<file path="src/rtl/small_chirp_gen.sv">
// small_chirp_gen: I/Q chirp source. The phase advances by a frequency word
// that ramps linearly from sample to sample. Sin/cos come from an iterative
// CORDIC that performs one micro-rotation per clock. Samples leave through a
// valid/ready handshake.
module small_chirp_gen #(
  parameter int WIDTH       = 16,
  parameter int PHASE_WIDTH = 24,   // at most 32 (angle table is held at 32 bits)
  parameter int CORDIC_ITER = 14
) (
  input  logic                   clk,
  input  logic                   rst,
  input  logic                   start,
  input  logic                   stop,
  input  logic [PHASE_WIDTH-1:0] freqStart,
  input  logic [PHASE_WIDTH-1:0] freqStep,
  input  logic [31:0]            numSamples,
  output logic                   busy,
  output logic                   done,
  output logic                   outValid,
  input  logic                   outReady,
  output logic [WIDTH-1:0]       dataOutCos,
  output logic [WIDTH-1:0]       dataOutSin
);

  localparam int DW = WIDTH + 2;
  localparam int IW = $clog2(CORDIC_ITER + 1);
  localparam logic [IW-1:0] LAST_ITER = IW'(CORDIC_ITER - 1);

  // Start-vector magnitude, pre-divided by the CORDIC gain
  localparam longint K_L = (((64'sd1 <<< (WIDTH - 2)) - 64'sd1) * 64'sd607253
                            + 64'sd500000) / 64'sd1000000;
  // The two spare datapath bits serve as fraction (guard) bits, so the
  // vector runs at 4x the output scale and is rounded back on output.
  localparam logic signed [DW-1:0] K4 = DW'(K_L * 4);

  localparam int             SH   = 32 - PHASE_WIDTH;
  localparam logic [32:0]    HALF = (33'd1 << SH) >> 1;
  localparam logic signed [DW:0] RND  = (DW+1)'(2);
  localparam logic signed [DW:0] SMAX = (DW+1)'((1 <<< (WIDTH - 1)) - 1);
  localparam logic signed [DW:0] SMIN = -SMAX;

  typedef enum logic [1:0] {IDLE, ROTATE, HOLD} state_t;

  state_t state, state_nxt;

  logic                          load_first, load_next, rot_en, out_load, hs, done_nxt;
  logic        [PHASE_WIDTH-1:0] phase, freq, step;
  logic        [31:0]            cnt;
  logic        [IW-1:0]          iter_p0;
  logic signed [DW-1:0]          x_p0, y_p0;
  logic signed [PHASE_WIDTH-1:0] z_p0;

  logic        [PHASE_WIDTH-1:0] ld_phase;
  logic signed [DW-1:0]          ld_x, ld_y;
  logic signed [PHASE_WIDTH-1:0] ld_z;
  logic signed [DW-1:0]          sx, sy, x_nxt, y_nxt;
  logic signed [PHASE_WIDTH-1:0] ang, z_nxt;

  // atan(2^-i) as a fraction of a full turn, scaled to 2^32, rounded to PHASE_WIDTH
  function automatic logic [PHASE_WIDTH-1:0] atan_lut(input int i);
    logic [31:0] t;
    logic [32:0] r;
    case (i)
      0:  t = 32'h2000_0000;  1:  t = 32'h12E4_051E;
      2:  t = 32'h09FB_385B;  3:  t = 32'h0511_11D4;
      4:  t = 32'h028B_0D43;  5:  t = 32'h0145_D7E1;
      6:  t = 32'h00A2_F61E;  7:  t = 32'h0051_7C55;
      8:  t = 32'h0028_BE53;  9:  t = 32'h0014_5F2F;
      10: t = 32'h000A_2F98;  11: t = 32'h0005_17CC;
      12: t = 32'h0002_8BE6;  13: t = 32'h0001_45F3;
      14: t = 32'h0000_A2FA;  15: t = 32'h0000_517D;
      16: t = 32'h0000_28BE;  17: t = 32'h0000_145F;
      18: t = 32'h0000_0A30;  19: t = 32'h0000_0518;
      20: t = 32'h0000_028C;  21: t = 32'h0000_0146;
      22: t = 32'h0000_00A3;  23: t = 32'h0000_0051;
      24: t = 32'h0000_0029;  25: t = 32'h0000_0014;
      26: t = 32'h0000_000A;  27: t = 32'h0000_0005;
      28: t = 32'h0000_0003;  29: t = 32'h0000_0001;
      30: t = 32'h0000_0001;  default: t = 32'h0000_0000;
    endcase
    r = ({1'b0, t} + HALF) >> SH;
    return PHASE_WIDTH'(r);
  endfunction

  // Drop the two guard bits with round-half-up, then clamp to the output range
  function automatic logic signed [WIDTH-1:0] round_sat(input logic signed [DW-1:0] v);
    logic signed [DW:0] vx;
    logic signed [DW:0] r;
    vx = {v[DW-1], v};
    r  = (vx + RND) >>> 2;
    if (r > SMAX)      return SMAX[WIDTH-1:0];
    else if (r < SMIN) return SMIN[WIDTH-1:0];
    else               return r[WIDTH-1:0];
  endfunction

  assign busy = (state != IDLE);

  // Next-state and control strobes; stop overrides everything, including a handshake
  always_comb begin
    state_nxt  = state;
    load_first = 1'b0;
    load_next  = 1'b0;
    rot_en     = 1'b0;
    out_load   = 1'b0;
    hs         = 1'b0;
    done_nxt   = 1'b0;
    if (stop) begin
      state_nxt = IDLE;
    end else begin
      case (state)
        IDLE: begin
          if (start) begin
            if (numSamples != 32'd0) begin
              load_first = 1'b1;
              state_nxt  = ROTATE;
            end else begin
              done_nxt = 1'b1;
            end
          end
        end
        ROTATE: begin
          rot_en = 1'b1;
          if (iter_p0 == LAST_ITER) state_nxt = HOLD;
        end
        HOLD: begin
          if (!outValid) begin
            out_load = 1'b1;
          end else if (outReady) begin
            hs = 1'b1;
            if (cnt == 32'd1) begin
              state_nxt = IDLE;
              done_nxt  = 1'b1;
            end else begin
              load_next = 1'b1;
              state_nxt = ROTATE;
            end
          end
        end
        default: state_nxt = IDLE;
      endcase
    end
  end

  // State register and handshake/status flags
  always_ff @(posedge clk or posedge rst) begin
    if (rst) begin
      state    <= IDLE;
      done     <= 1'b0;
      outValid <= 1'b0;
    end else begin
      state <= state_nxt;
      done  <= done_nxt;
      if (stop || hs)    outValid <= 1'b0;
      else if (out_load) outValid <= 1'b1;
    end
  end

  // Starting vector for a new sample: quadrant picks the axis, residual goes to z
  always_comb begin
    ld_x     = '0;
    ld_y     = '0;
    ld_phase = load_first ? '0 : phase + freq;
    ld_z     = signed'({2'b00, ld_phase[PHASE_WIDTH-3:0]});
    case (ld_phase[PHASE_WIDTH-1 -: 2])
      2'd0:    ld_x = K4;
      2'd1:    ld_y = K4;
      2'd2:    ld_x = -K4;
      default: ld_y = -K4;
    endcase
  end

  // One CORDIC micro-rotation, direction chosen by the sign of the residual angle
  always_comb begin
    sx  = x_p0 >>> iter_p0;
    sy  = y_p0 >>> iter_p0;
    ang = signed'(atan_lut(int'(iter_p0)));
    if (!z_p0[PHASE_WIDTH-1]) begin
      x_nxt = x_p0 - sy;
      y_nxt = y_p0 + sx;
      z_nxt = z_p0 - ang;
    end else begin
      x_nxt = x_p0 + sy;
      y_nxt = y_p0 - sx;
      z_nxt = z_p0 + ang;
    end
  end

  // Phase/frequency accumulators, CORDIC vector and the held output sample
  always_ff @(posedge clk or posedge rst) begin
    if (rst) begin
      phase      <= '0;
      freq       <= '0;
      step       <= '0;
      cnt        <= '0;
      iter_p0    <= '0;
      x_p0       <= '0;
      y_p0       <= '0;
      z_p0       <= '0;
      dataOutCos <= '0;
      dataOutSin <= '0;
    end else begin
      if (load_first || load_next) begin
        iter_p0 <= '0;
        x_p0    <= ld_x;
        y_p0    <= ld_y;
        z_p0    <= ld_z;
        phase   <= ld_phase;
      end else if (rot_en) begin
        iter_p0 <= iter_p0 + IW'(1);
        x_p0    <= x_nxt;
        y_p0    <= y_nxt;
        z_p0    <= z_nxt;
      end
      if (load_first) begin
        freq <= freqStart;
        step <= freqStep;
        cnt  <= numSamples;
      end else if (load_next) begin
        freq <= freq + step;
      end
      if (hs) cnt <= cnt - 32'd1;
      if (out_load) begin
        dataOutCos <= round_sat(x_p0);
        dataOutSin <= round_sat(y_p0);
      end
    end
  end

endmodule

</file>
<file path="config.mk">
export PLATFORM = sky130hd
export DESIGN_NAME = small_chirp_gen
export DESIGN_NICKNAME = d
export VERILOG_FILES = /design/src/rtl/small_chirp_gen.sv
export SDC_FILE = /design/constraint.sdc
export NUM_CORES = 1
export LEC_CHECK = 0
export ABC_AREA = 1
export BUFFER_PORTS_ARGS = -buffer_cell sky130_fd_sc_hd__clkbuf_2
export CAP_MARGIN = 20
export CORE_AREA = 2 2 187 189
export CTS_CLUSTER_SIZE = 40
export DETAILED_ROUTE_END_ITERATION = 6
export DIE_AREA = 0 0 189 191
export HOLD_SLACK_MARGIN = 0.02
export PLACE_DENSITY_LB_ADDON = 0.08
export SLEW_MARGIN = 0
export SYNTH_ARGS = -nofsm -noshare
export SYNTH_HDL_FRONTEND = slang
export SYNTH_SLANG_ARGS = --single-unit
</file>
<file path="constraint.sdc">
create_clock -name clk -period 8.9 [get_ports clk]
set_clock_uncertainty 0.1 [all_clocks]
set_input_delay 1.78 -clock clk [delete_from_list [all_inputs] [get_ports clk]]
set_output_delay 1.78 -clock clk [all_outputs]
set_load 0.02 [all_outputs]
</file>
==> run metrics <==
final setup vio count 0; initial antenna violation count 0; die height 191 um; Max Freq roughly 160 MHz; Hold Crit Class reg2reg; Setup TNS Final 0 ns; total of flip-flops plus latches after synthesis ~200; pre-CTS WS 2.88 ns; Synth Flop Type dfrtp_1; die area around 36000 um2; antenna fix cells 0; layout cells sized above 1 around a tenth; Setup WS post-layout 2.76 ns; post-synthesis sequential area ratio 27.5%; PortBufs approximately 120; fin. max-slew vios 0; worst-path fanout max 33; core footprint approximately 34000 um2; outcome finished clean; number of synthesized flops with an enable pin 0; Critical Path RT 9.23 ns; vias 19.1k; Tot GR Track Use 30.3%; post-DP HPWL slightly above 40 mm; initial core utilization 54.5%; mapped cell area 18600 um2; Tmin final 6.14 ns; routability cong. 0.950; setup bufs post-CTS 0; CTS Sinks 204; CP startpoint kind flop; CTS H-Tree Depth 1; CP Class reg2reg; die width 189 um; worst skew pair latency 0.58 ns; vias per cell 5.70; wire length per cell ~17 um; first drt pass iteration count 6; Root Driver clkbuf_16; clock tree buffer depth 3; max_slew headroom between 20 and 30%; vias in the first global route 17.9k; Area Overhead vs Synth 9.79%; Worst setup EP type flop; Async SR Flop Fraction 100%; area occupied by multi-input gates 11900 um2; largest net degree at the start of global routing between 100 and 150; final worst-path cycle share between 60% and 70%; io pins 120; CTS tree yes; Syn Inst Count 2789; first-pass GRT wire length 89.6 mm; Hold Vio Cnt, Final 0; fillers around 3.3k; Antenna Violating Nets Remaining 0; WL final 55.2 mm; FP Rows 68; Post-CTS Resized 0; DRT iter0 DRCs about 1.3k; syn_area_per_cell 6.66 um2; hold_buf cts 0; Post-Syn Nets around 3.0k; critical path arrival 6.47 ns; slew of the pin with the lowest slew margin roughly 1.1 ns; Num CTS Buffers 27; RSZ-0062 raised after global routing no; Yosys cell types between 60 and 70; Clock transition at path regs 0.06 ns; # Max-Cap Violations 0; Yosys warnings 0; FF/Latch Area 5100 um2; Nets around 3.1k; grt total ovfl 0; drc violations 0
[worst paths after layout]
check / startpoint / to / slack (ns) / depth (start not counted)
max: iter_p0[2] / z_p0[21] / 2.76 / 26
max reg2reg: iter_p0[2] / z_p0[21] / 2.76 / 26
min reg2reg: step[20] / step[20] / 0.39 / 2
max in group asynchronous: rst / dataOutSin[1] / 5.88 / 3
min: step[20] / step[20] / 0.39 / 2
min in group asynchronous: rst / step[4] / 1.31 / 2
[metal layers]
layer	vias up	wire, um	GRT usage, %	share of wire [%]
met5	-	0	0	0
met4	0	1540	9.86	2.8
met3	100	3560	3.76	6.4
met2	643	25000	49.5	45
met1	8861	25100	41.6	45
li1	9447	-	-	-
[critical path, stage by stage, from the launching register on]
cell and delay [ns]:
dfrtp_1 0.32, buf_4 0.38, inv_4 0.24, nor2_1 0.71, nand2_1 0.24, o211ai_1 0.24
inv_1 0.08, ha_1 0.26, xor2_1 0.29, ha_1 0.24, nand3_2 0.13, nor3_4 0.25
or2_1 0.18, xor2_1 0.16, ha_1 0.31, a21oi_1 0.24, o21ai_0 0.15, a21oi_1 0.14
o21ai_0 0.18, a21boi_0 0.52, o21bai_1 0.17, nand2_1 0.09, inv_1 0.05, nor2_1 0.10
nand2_1 0.06, nand3_1 0.08, nand3_1 0.07
[layout make-up]
cell class | instances | share of cell area, %
flip-flops and latches | 204 | 25.0
repair buffers | 135 | 3.51
clock buffers | 32 | 3.60
well taps | 455 | 2.79
inverters | 313 | 5.81
multi-input cells | 2187 | 58.2
clock inverters | 16 | 1.05
[logic make-up (layout without fill, tap and decap cells)]
family                   count (synthesis)  count (layout)  synth area share (%)
flip-flops                             204             204                  27.5
adder cells (fa/ha/maj)                127             127                  8.75
buffers and inverters                  398             496                  8.70
AO/OA/AOI/OAI                          547             547                  17.2
XOR/XNOR                               116             116                  5.57
AND/OR/NAND/NOR                       1397            1397                  32.3
[Yosys cell counts, types with 11 or more instances]
library cell | n | area [um2]
o21bai_1 | 14 | 105
inv_2 | 19 | 71.3
a22oi_1 | 21 | 158
nor2_2 | 11 | 68.8
nor3_1 | 27 | 135
inv_1 | 292 | 1100
nand2_1 | 783 | 2940
ha_1 | 122 | 1530
nor2_1 | 237 | 890
a31oi_1 | 28 | 175
o221ai_1 | 14 | 123
a21oi_1 | 177 | 886
or2_2 | 15 | 93.8
xor2_1 | 92 | 806
nand4_1 | 28 | 175
clkbuf_1 | 40 | 150
o21ai_0 | 184 | 921
buf_2 | 24 | 120
buf_4 | 11 | 82.6
o211ai_1 | 20 | 150
o21ai_1 | 13 | 65.1
nand3_1 | 233 | 1170
nor4_1 | 11 | 68.8
xnor2_1 | 23 | 201
o22ai_1 | 20 | 125
dfrtp_1 | 204 | 5100
[metrics by stage]
step	cells	hold slack, ns	cell area [um2]	utilization (%)
after floorplan	2789	0.348	18600	-
after global placement	3294	0.365	19500	57.0
after detailed placement	3294	0.372	19500	57.0
after CTS	3342	0.387	20400	59.8
after global routing	3342	0.399	20400	59.8
final	3342	0.386	20400	59.8
[cells in the final DEF (no fill, tap or decap), types with 14 or more instances in the layout]
cell and instances:
or2_2 15, a21oi_1 177, inv_1 291, clkbuf_16 27
buf_4 16, nand4_1 28, a22oi_1 21, nor3_1 26
o21bai_1 14, inv_2 19, o211ai_1 20, nand3_1 232
o21ai_0 184, nor2_1 236, dfrtp_1 204, a31oi_1 28
o22ai_1 20, xor2_1 92, o221ai_1 14, nand2_1 783
xnor2_1 23, ha_1 122, clkbuf_2 119
[flip-flops by register name, summed over array words and instances (netlist names)]
name        cells
cnt            32
dataOutCos     16
dataOutSin     16
done            1
freq           24
iter_p0         4
outValid        1
phase          24
state           2
step           24
x_p0           18
y_p0           18
z_p0           24
Power is not shown: default switching activity piles up to over one toggle a cycle in this logic, so the estimate is an artifact.
